<file path="config.mk">
export PLATFORM = sky130hd
export DESIGN_NAME = video_timing_gen
export DESIGN_NICKNAME = d
export VERILOG_FILES = /design/src/rtl/video_timing_gen.sv
export SDC_FILE = /design/constraint.sdc
export NUM_CORES = 1
export LEC_CHECK = 0
export BUFFER_PORTS_ARGS = -buffer_cell sky130_fd_sc_hd__buf_4
export CAP_MARGIN = 20
export CORE_ASPECT_RATIO = 0.5
export CORE_MARGIN = 8
export CORE_UTILIZATION = 34
export CTS_CLUSTER_SIZE = 14
export DETAILED_ROUTE_END_ITERATION = 8
export SLEW_MARGIN = 20
export SYNTH_ARGS = -nofsm -noshare
export SYNTH_HDL_FRONTEND = slang
export SYNTH_SLANG_ARGS = --single-unit
</file>
<file path="constraint.sdc">
create_clock -name CLK_VIDEO -period 3.5 [get_ports CLK_VIDEO]
set_input_delay 0.175 -clock CLK_VIDEO [delete_from_list [all_inputs] [get_ports CLK_VIDEO]]
set_output_delay 0.175 -clock CLK_VIDEO [all_outputs]
set_load 0.05 [all_outputs]
</file>
<file path="src/rtl/video_timing_gen.sv">
// video_timing_gen: raster timing master and test-pattern source for the sys video path.
// Produces a one-cycle pixel enable, positive syncs and blanking, RGB and the raster position
// of the pixel currently on the outputs. All outputs are registered in the CLK_VIDEO domain.
//
// Ports:
//   CLK_VIDEO           video clock
//   reset               synchronous, active-high reset
//   pat_sel[2:0]        [2]=1 pattern, [1:0] pattern number; [2]=0 passthrough (latched at frame start)
//   ext_R/ext_G/ext_B   external pixel for passthrough, sampled one pixel ahead of hcnt
//   ce_pix              pixel clock enable, one cycle in every CE_DIV
//   HSync, VSync        positive sync pulses
//   HBlank, VBlank      positive blanking
//   R, G, B             pixel colour, forced to zero in blanking
//   hcnt, vcnt          position of the pixel currently on the outputs
//   frame               frame counter, increments on every transition to (0,0)
//
// Optional feature: define VIDEO_TIMING_GEN_PATTERN_EN to compile in the pattern generator
// (colour bars, grid, gradient, checkerboard). Without it the block is passthrough only.
module video_timing_gen #(
  parameter int unsigned HACTIVE    = 320,
  parameter int unsigned HFP        = 16,
  parameter int unsigned HSW        = 32,
  parameter int unsigned HBP        = 32,
  parameter int unsigned VACTIVE    = 240,
  parameter int unsigned VFP        = 3,
  parameter int unsigned VSW        = 4,
  parameter int unsigned VBP        = 15,
  parameter int unsigned CE_DIV     = 4,
  parameter int unsigned HALF_DEPTH = 0
) (
  input  logic                                    CLK_VIDEO,
  input  logic                                    reset,
  input  logic [2:0]                              pat_sel,
  input  logic [((HALF_DEPTH != 0) ? 4 : 8)-1:0]  ext_R,
  input  logic [((HALF_DEPTH != 0) ? 4 : 8)-1:0]  ext_G,
  input  logic [((HALF_DEPTH != 0) ? 4 : 8)-1:0]  ext_B,
  output logic                                    ce_pix,
  output logic                                    HSync,
  output logic                                    VSync,
  output logic                                    HBlank,
  output logic                                    VBlank,
  output logic [((HALF_DEPTH != 0) ? 4 : 8)-1:0]  R,
  output logic [((HALF_DEPTH != 0) ? 4 : 8)-1:0]  G,
  output logic [((HALF_DEPTH != 0) ? 4 : 8)-1:0]  B,
  output logic [9:0]                              hcnt,
  output logic [9:0]                              vcnt,
  output logic [7:0]                              frame
);

  localparam int unsigned DW   = (HALF_DEPTH != 0) ? 4 : 8;
  localparam int unsigned CW   = 10;
  localparam int unsigned DIVW = (CE_DIV > 1) ? $clog2(CE_DIV) : 1;

  localparam logic [DIVW-1:0] DIV_LAST = DIVW'(CE_DIV - 1);
  localparam logic [CW-1:0]   H_LAST   = CW'(HACTIVE + HFP + HSW + HBP - 1);
  localparam logic [CW-1:0]   V_LAST   = CW'(VACTIVE + VFP + VSW + VBP - 1);
  localparam logic [CW-1:0]   H_ACT    = CW'(HACTIVE);
  localparam logic [CW-1:0]   H_SS     = CW'(HACTIVE + HFP);
  localparam logic [CW-1:0]   H_SE     = CW'(HACTIVE + HFP + HSW);
  localparam logic [CW-1:0]   V_ACT    = CW'(VACTIVE);
  localparam logic [CW-1:0]   V_SS     = CW'(VACTIVE + VFP);
  localparam logic [CW-1:0]   V_SE     = CW'(VACTIVE + VFP + VSW);

  logic [DIVW-1:0] div;
  logic            stb;
  logic [CW-1:0]   h_n, v_n;
  logic            frame_start;
  logic [7:0]      frame_n;
  logic            hblank_n, vblank_n, hsync_n, vsync_n;
  logic [DW-1:0]   r_n, g_n, b_n;

`ifdef VIDEO_TIMING_GEN_PATTERN_EN
  localparam logic [CW-1:0] BAR_LAST   = CW'(HACTIVE / 8 - 1);
  localparam logic [CW-1:0] H_ACT_LAST = CW'(HACTIVE - 1);
  localparam logic [CW-1:0] V_ACT_LAST = CW'(VACTIVE - 1);

  logic [2:0]    pat_q, pat_n;
  logic [CW-1:0] bar_px, bar_px_n;
  logic [2:0]    bar_idx, bar_idx_n;
  logic          grid, check;
`else
  logic unused_pat_sel;
  assign unused_pat_sel = ^pat_sel;
`endif

  // Next raster position, timing decode and colour for the pixel emitted on the next stb.
  always_comb begin
    stb      = (div == DIV_LAST);
    h_n      = hcnt + CW'(1);
    v_n      = vcnt;
    if (hcnt == H_LAST) begin
      h_n = '0;
      v_n = (vcnt == V_LAST) ? '0 : vcnt + CW'(1);
    end
    frame_start = (h_n == '0) && (v_n == '0);
    frame_n     = frame_start ? frame + 8'd1 : frame;
    hblank_n    = (h_n >= H_ACT);
    vblank_n    = (v_n >= V_ACT);
    hsync_n     = (h_n >= H_SS) && (h_n < H_SE);
    vsync_n     = (v_n >= V_SS) && (v_n < V_SE);

    r_n = ext_R;
    g_n = ext_G;
    b_n = ext_B;

`ifdef VIDEO_TIMING_GEN_PATTERN_EN
    // Pattern selection takes effect on the first pixel of a frame.
    pat_n = frame_start ? pat_sel : pat_q;

    // Bar index tracks a pixel sub-counter so no divide by HACTIVE/8 is needed.
    bar_px_n  = bar_px + CW'(1);
    bar_idx_n = bar_idx;
    if (h_n == '0) begin
      bar_px_n  = '0;
      bar_idx_n = '0;
    end else if (bar_px == BAR_LAST) begin
      bar_px_n  = '0;
      bar_idx_n = bar_idx + 3'd1;
    end

    grid  = (h_n[3:0] == 4'd0) || (v_n[3:0] == 4'd0) ||
            (h_n == H_ACT_LAST) || (v_n == V_ACT_LAST);
    check = h_n[4] ^ v_n[4];

    if (pat_n[2]) begin
      case (pat_n[1:0])
        2'd0: begin
          r_n = {DW{~bar_idx_n[1]}};
          g_n = {DW{~bar_idx_n[2]}};
          b_n = {DW{~bar_idx_n[0]}};
        end
        2'd1: begin
          r_n = {DW{grid}};
          g_n = {DW{grid}};
          b_n = {DW{grid}};
        end
        2'd2: begin
          r_n = h_n[DW-1:0];
          g_n = v_n[DW-1:0];
          b_n = frame_n[DW-1:0];
        end
        default: begin
          r_n = {DW{check}};
          g_n = {DW{check}};
          b_n = {DW{check}};
        end
      endcase
    end
`endif

    if (hblank_n || vblank_n) begin
      r_n = '0;
      g_n = '0;
      b_n = '0;
    end
  end

  // Divider, raster counters and registered video outputs.
  always_ff @(posedge CLK_VIDEO) begin
    if (reset) begin
      div    <= '0;
      ce_pix <= 1'b0;
      hcnt   <= H_LAST;
      vcnt   <= V_LAST;
      frame  <= 8'd0;
      HSync  <= 1'b0;
      VSync  <= 1'b0;
      HBlank <= 1'b1;
      VBlank <= 1'b1;
      R      <= '0;
      G      <= '0;
      B      <= '0;
    end else begin
      ce_pix <= stb;
      div    <= stb ? '0 : div + DIVW'(1);
      if (stb) begin
        hcnt   <= h_n;
        vcnt   <= v_n;
        frame  <= frame_n;
        HSync  <= hsync_n;
        VSync  <= vsync_n;
        HBlank <= hblank_n;
        VBlank <= vblank_n;
        R      <= r_n;
        G      <= g_n;
        B      <= b_n;
      end
    end
  end

`ifdef VIDEO_TIMING_GEN_PATTERN_EN
  // Pattern state: latched selection and colour-bar sub-counter.
  always_ff @(posedge CLK_VIDEO) begin
    if (reset) begin
      pat_q   <= 3'd0;
      bar_px  <= '0;
      bar_idx <= 3'd0;
    end else if (stb) begin
      pat_q   <= pat_n;
      bar_px  <= bar_px_n;
      bar_idx <= bar_idx_n;
    end
  end
`endif

endmodule

</file>
==> out/metrics.cfg, run 1 <==
[worst_setup_path]
crit_chain = ha_1 > nand4_1 > o21ai_2 > a221oi_2 > or4_4 > or4_1 > or3_1 > a21oi_1
crit_path_start_kind = flop
cp_slowest_cell = sky130_fd_sc_hd__or4_4
critical_path_arrival_ns = 3.28
critical_path_class = reg2reg
cpLargestDelayFamily = simple AND/OR/NAND/NOR gates
worstRegToRegCells = 8
critPathLaunch = hcnt[0]$_SDFFE_PP1P_
timing.critical_path.fanout_max = 9
critical_path_buf_inv_count = 0
timing.critical_path.slowest_cell_delay_ns = 0.55
cp_num_cells = 8
endpoint_kind = flop
timing.rr.start = hcnt[0]$_SDFFE_PP1P_
cp_data_required_time_ns = 3.76

[synth]
synth_top_flop_cell = sky130_fd_sc_hd__dfxtp_1
synth_area_leader_cell = sky130_fd_sc_hd__dfxtp_1
synth_area_per_cell_um2 = 8.91
synth.most_common_cell = sky130_fd_sc_hd__dfxtp_1
post_synth_num_cell_types = 59
synthTopCellsByArea = sky130_fd_sc_hd__dfxtp_1 40%, sky130_fd_sc_hd__a22o_1 7.1%, sky130_fd_sc_hd__a21oi_1 3.7%, sky130_fd_sc_hd__nor2_1 2.8%, sky130_fd_sc_hd__nand3_1 2.7%
synth_commonest_cells = 59 x sky130_fd_sc_hd__dfxtp_1, 24 x sky130_fd_sc_hd__a22o_1, 22 x sky130_fd_sc_hd__a21oi_1, 22 x sky130_fd_sc_hd__nor2_1, 16 x sky130_fd_sc_hd__nand3_1
async_flop_share_pct = 0
mapped_cell_area_mm2 = 0.00294
synth-warning-count = 0
synth_top_cell_area_share_pct = 40.2
synth_nets = 365
synthesis.instances = 330
synth-edff-count = 0
synth-seq-cells = 59
portion_of_the_post_synthesis_area_used_by_sequential_elements_pct = 40.2

[detailed_routing]
num_vias = 2747
via_per_inst = 5.14
drc = 0
antenna_left = 0
wire_per_inst_um = 15.0
detail_route.iter0.violations = 129
dr.pass1.iters = 4
wl_mm = 8.00

[timing]
max_freq_mhz = 331
hold_viol_final = 0
worst_slew_margin_rel_pct = 63.3
rsz0062_at_grt = false
slew_viol_final = 0
report.final.setup_viol = 0
setup_total_negative_slack_ns = 0
period_needed_ns = 3.02
timing.final.crit_share_pct = 86.3
skew_final_ns = 0.00367
timing_worst_slew_pin_value_ns = 0.550

[die]
ioPinCount = 86
die_y_um = 81.8
die_x_um = 148
die_area_mm2 = 0.0121
core-area_mm2 = 0.00856
initial_cell_density_of_the_core_pct = 34.4
core.rowCount = 24

[global_routing]
number_of_global_route_vias_before_repair = 2576
maximum_number_of_pins_on_one_net_before_global_route_repair = 30
groute.usage.overall_pct = 13.6
wire_length_of_the_first_global_routing_pass_mm = 13.3
antenna_found_initial = 0
grt.overflow.total = 0

[worst_hold_path]
beginning_of_the_worst_hold_path = ext_B[4]
whs_path_depth = 2
hold_path_class = in2reg

[pwr]
power_leakage_nw = 1.63
power.density_mw_per_mm2 = 510
power.ir.vdd_worst_mv = 0.230

[cells_and_area]
n_antenna_cell = 0
layout-drive-gt1-share_pct = 30.0
layout.nets = 447
post-route-util_pct = 46.6
final.fill_count = 870
area_growth_syn_to_layout_pct = 35.7

[status]
run_status = complete, no violations

[cts]
max-clock-path-buffers = 2
total_setup_buffers_inserted_after_cts = 0
root_buffer = sky130_fd_sc_hd__clkbuf_16
cts-resized-gates = 0
cts_tree = built
inserted_clock_buffers = 9
cts-htree-levels = 3
hold_buffers = 0
clock_sink_count = 59
clock_latency_on_the_worst_skew_pair_ns = 0.32
cts.reportedPaths.clkPinSlew_ns = 0.06

[placement]
dp_hpwl_mm = 5.73
place.port_buffers = 82
routabilityCongestion = 0.787

[flow_run]
drv_cap = 0

## state kept, by name, summed over array words and instances (netlist names), 2 cells and up
| register | count |
|---|---|
| vcnt | 10 |
| B | 8 |
| frame | 8 |
| div | 2 |
| hcnt | 10 |
| R | 8 |
| G | 8 |
## metrics by stage
stage          instances  total power [W]  area (um^2)  setup WS (ns)  hold WS [ns]
5_1_grt              534          0.00213         3990          0.209        0.0425
3_3_place_gp         518          0.00117         3690          0.518         0.384
2_1_floorplan        330          0.00103         2940         0.0697         0.301
4_1_cts              534          0.00206         3990          0.478        0.0415
3_5_place_dp         518          0.00117         3690          0.494         0.388
6_report             534          0.00203         3990          0.479        0.0556
## metal layers
layer	vias up	share of wire, %	routed length [um]	track usage (%)
met2	80	42	3360	20.4
met3	8	8.3	660	5.17
met4	0	1.1	84	4.24
met1	1258	49	3890	17.9
met5	-	0	0	0
li1	1401	-	-	-
## worst register-to-register path, cell delays in order (launching register included)
cell	delay (ns)
sky130_fd_sc_hd__dfxtp_1	0.46
sky130_fd_sc_hd__ha_1	0.22
sky130_fd_sc_hd__nand4_1	0.33
sky130_fd_sc_hd__o21ai_2	0.26
sky130_fd_sc_hd__a221oi_2	0.11
sky130_fd_sc_hd__or4_4	0.55
sky130_fd_sc_hd__or4_1	0.53
sky130_fd_sc_hd__or3_1	0.36
sky130_fd_sc_hd__a21oi_1	0.14
## power breakdown
| part | internal (W) | total [W] | switching, W |
|---|---|---|---|
| logic | 0.000168 | 0.000426 | 0.000258 |
| clock network | 0.000554 | 0.000883 | 0.000329 |
| registers | 0.000697 | 0.000726 | 0.0000281 |
## kinds of logic after synthesis
group | Yosys count | share of synthesized area, %
buf+inv | 31 | 4.60
fa+ha+maj | 6 | 2.55
compound gates | 100 | 24.0
simple gates | 120 | 24.4
xor+xnor | 11 | 3.28
flops | 59 | 40.2
mux | 3 | 1.02
## worst paths after layout
check | end | slack (ns)
min reg2reg | div[0]$_SDFF_PP0_ | 0.44
max | frame[4]$_SDFFE_PP0P_ | 0.48
min | B[4]$_SDFFE_PP0P_ | 0.06
max reg2reg | frame[4]$_SDFFE_PP0P_ | 0.48
## cell usage in the layout, fill, tap and decap left out, types with 4 or more instances in the layout
master,count
sky130_fd_sc_hd__nor4_1,4
sky130_fd_sc_hd__o21ai_1,7
sky130_fd_sc_hd__or3_1,7
sky130_fd_sc_hd__buf_4,94
sky130_fd_sc_hd__a22o_1,24
sky130_fd_sc_hd__nand2_1,14
sky130_fd_sc_hd__a21oi_1,22
sky130_fd_sc_hd__a31oi_1,4
sky130_fd_sc_hd__inv_1,8
sky130_fd_sc_hd__nor2b_1,4
sky130_fd_sc_hd__clkbuf_16,9
sky130_fd_sc_hd__ha_1,6
sky130_fd_sc_hd__xor2_1,5
sky130_fd_sc_hd__xnor2_1,6
sky130_fd_sc_hd__nand2b_1,6
sky130_fd_sc_hd__dfxtp_1,59
sky130_fd_sc_hd__nand3_1,16
sky130_fd_sc_hd__nand4b_1,4
sky130_fd_sc_hd__nand4_1,8
sky130_fd_sc_hd__o21ai_0,13
sky130_fd_sc_hd__o21a_1,4
sky130_fd_sc_hd__nor2_1,21
sky130_fd_sc_hd__a211o_1,4
sky130_fd_sc_hd__and3_1,6
sky130_fd_sc_hd__nor3_1,6
## cell type report
cell class / instances / area, um^2 / area share, %
multi-input combinational: 240 / 1630 / 40.8
sequential: 59 / 1180 / 29.6
timing repair buffer: 94 / 706 / 17.7
clock buffer: 9 / 225 / 5.64
tap: 117 / 146 / 3.67
clock inverter: 7 / 76.3 / 1.91
inverter: 8 / 30.0 / 0.752
No activity file was read; power rests on OpenSTA's default activity.
==> run 2, diff against run 1 <==
Settings changed: CAP_MARGIN 20 to 30, PLACE_DENSITY from default to 0.56.
Clock period 3.5 ns to 3.9 ns, I/O delays scaled along.
==> run 2 against run 1 <==
Net effect: total power fell by 12%; combinational power decreased by 9.9%; first-iteration DRC count up 19%; flip-flop and latch count unchanged; largest cell class unchanged; largest power group unchanged.
==> out/metrics.cfg, run 2 (same netlist as run 1, synthesis figures left out) <==
[detailed_routing]
detail_route.iter0.violations = 154  ; +19%
wl_mm = 8.42  ; +5.3%
wire_per_inst_um = 15.9  ; +6.3%
num_vias = 2795  ; +1.7%
antenna_left = 0  ; unchanged
drc = 0  ; unchanged
dr.pass1.iters = 4  ; unchanged
via_per_inst = 5.28  ; +2.7%

[cts]
max-clock-path-buffers = 2  ; unchanged
cts.reportedPaths.clkPinSlew_ns = 0.06  ; about the same
cts_tree = built
root_buffer = sky130_fd_sc_hd__clkbuf_16
hold_buffers = 0  ; unchanged
inserted_clock_buffers = 9  ; unchanged
clock_latency_on_the_worst_skew_pair_ns = 0.33  ; about the same
cts-resized-gates = 0  ; unchanged
cts-htree-levels = 3  ; unchanged
clock_sink_count = 59  ; unchanged
total_setup_buffers_inserted_after_cts = 0  ; unchanged

[timing]
period_needed_ns = 3.42  ; +0.402 ns
timing_worst_slew_pin_value_ns = 0.686  ; +0.137 ns
setup_total_negative_slack_ns = 0  ; unchanged
timing.final.crit_share_pct = 87.8  ; +1.5 points
max_freq_mhz = 292  ; -12%
rsz0062_at_grt = false
skew_final_ns = 0.00696  ; +0.00328 ns
slew_viol_final = 0  ; unchanged
hold_viol_final = 0  ; unchanged
worst_slew_margin_rel_pct = 53.9  ; -9.4 points
worst_slack_ns = 0.477  ; -0.00208 ns
report.final.setup_viol = 0  ; unchanged

[worst_setup_path]
critical_path_arrival_ns = 3.68  ; +0.40 ns
crit_path_start_kind = flop
endpoint_kind = flop
timing.critical_path.fanout_max = 9  ; unchanged
crit-reg2reg-capture = frame[4]$_SDFFE_PP0P_
r2r_slack_ns = 0.48  ; about the same
cp_data_required_time_ns = 4.16  ; +0.40 ns
critPathLaunch = hcnt[0]$_SDFFE_PP1P_
worstRegToRegCells = 8  ; unchanged
critical_path_class = reg2reg
timing.rr.start = hcnt[0]$_SDFFE_PP1P_

[cells_and_area]
top_regs = hcnt (10), vcnt (10)
layout.nets = 442  ; -1.1%
final.fill_count = 855  ; -1.7%
layout-drive-gt1-share_pct = 29.1  ; -0.85 points
area_growth_syn_to_layout_pct = 34.2
n_antenna_cell = 0  ; unchanged
most_common_cell_after_layout_fill_and_taps_aside = sky130_fd_sc_hd__buf_4
layout.cells.most_common_list = 88 x sky130_fd_sc_hd__buf_4, 59 x sky130_fd_sc_hd__dfxtp_1, 24 x sky130_fd_sc_hd__a22o_1

[worst_hold_path]
whs_path_depth = 2  ; unchanged
beginning_of_the_worst_hold_path = ext_G[5]
hold_path_class = in2reg
min_delay_worst_endpoint = G[5]$_SDFFE_PP0P_

[placement]
routabilityCongestion = 0.794  ; +0.90%
dp_hpwl_mm = 6.10  ; +6.4%
place.port_buffers = 82  ; unchanged
place_ws_ns = 0.482  ; -0.0111 ns

[global_routing]
wire_length_of_the_first_global_routing_pass_mm = 13.8  ; +3.8%
maximum_number_of_pins_on_one_net_before_global_route_repair = 30  ; unchanged
antenna_found_initial = 0  ; unchanged
groute.usage.overall_pct = 14.4  ; +0.77 points
grt.overflow.total = 0  ; unchanged
number_of_global_route_vias_before_repair = 2735  ; +6.2%

[pwr]
power.ir.vdd_worst_mv = 0.199  ; -14%
power_leakage_nw = 1.61  ; -1.5%
power.density_mw_per_mm2 = 451  ; -11%

[die]
die_area_mm2 = 0.0121  ; unchanged
initial_cell_density_of_the_core_pct = 34.4  ; unchanged
die_y_um = 81.8  ; unchanged
core-area_mm2 = 0.00856  ; unchanged
ioPinCount = 86  ; unchanged
die_x_um = 148  ; unchanged
core.rowCount = 24  ; unchanged

[flow_run]
drv_cap = 0  ; unchanged

[status]
run_status = complete, no violations

## run 2: cell count changes in the layout (fill, tap and decap cells not counted), sizes merged
cell,change
clkbuf,+1
buf,-5
inv,+1
clkinvlp,-1
bufinv,-1
## run 2: worst max path at each step
stage,slack (ns),to
after CTS,0.47,frame[4]$_SDFFE_PP0P_
after detailed placement,0.48,frame[4]$_SDFFE_PP0P_
after global placement,0.57,frame[4]$_SDFFE_PP0P_
after global routing,0.25,frame[4]$_SDFFE_PP0P_
after floorplan,0.47,frame[4]$_SDFFE_PP0P_
final,0.48,frame[4]$_SDFFE_PP0P_
## run 2: stage by stage
step                hold slack, ns  cells  power (W)  area [um^2]  util, %
floorplan                    0.321    330   0.000922         2940        -
global placement             0.405    512    0.00104         3640     42.6
detailed placement           0.408    513    0.00105         3660     42.8
CTS                         0.0551    529    0.00180         3950     46.1
global route                0.0581    529    0.00187         3950     46.1
finish                      0.0711    529    0.00178         3950     46.1
## run 2: layout make-up
class | instances | area (um^2) | share of cell area, %
Clock buffer | 10 | 239 | 6.06
Clock inverter | 6 | 47.5 | 1.20
Inverter | 8 | 30.0 | 0.761
Multi-Input combinational cell | 240 | 1630 | 41.2
Sequential cell | 59 | 1180 | 29.9
Tap cell | 117 | 146 | 3.71
Timing Repair Buffer | 89 | 676 | 17.1
## run 2: worst max-delay path, cell delays in order, from the launching register on
cell and delay, ns:
sky130_fd_sc_hd__dfxtp_1 0.46, sky130_fd_sc_hd__ha_1 0.38, sky130_fd_sc_hd__nand4_1 0.35, sky130_fd_sc_hd__o21ai_2 0.26, sky130_fd_sc_hd__a221oi_2 0.12, sky130_fd_sc_hd__or4_4 0.56, sky130_fd_sc_hd__or4_1 0.69, sky130_fd_sc_hd__or3_1 0.40
sky130_fd_sc_hd__a21oi_1 0.14
## run 2: power by group
group / total (W) / switching (W) / internal, W / leakage, nW
logic: 0.000384 / 0.000237 / 0.000147 / 0.990
clock network: 0.000744 / 0.000293 / 0.000452 / 0.139
registers: 0.000652 / 0.0000262 / 0.000626 / 0.477
total: 0.00178 / 0.000556 / 0.00123 / 1.61
## run 2: per-layer routing
layer | wire (um) | global-route usage [%] | part of all wire [%]
met5 | 0 | 0 | 0
met2 | 3520 | 21.0 | 42
met1 | 4040 | 17.9 | 48
met4 | 77 | 5.25 | 0.91
met3 | 781 | 7.42 | 9.3
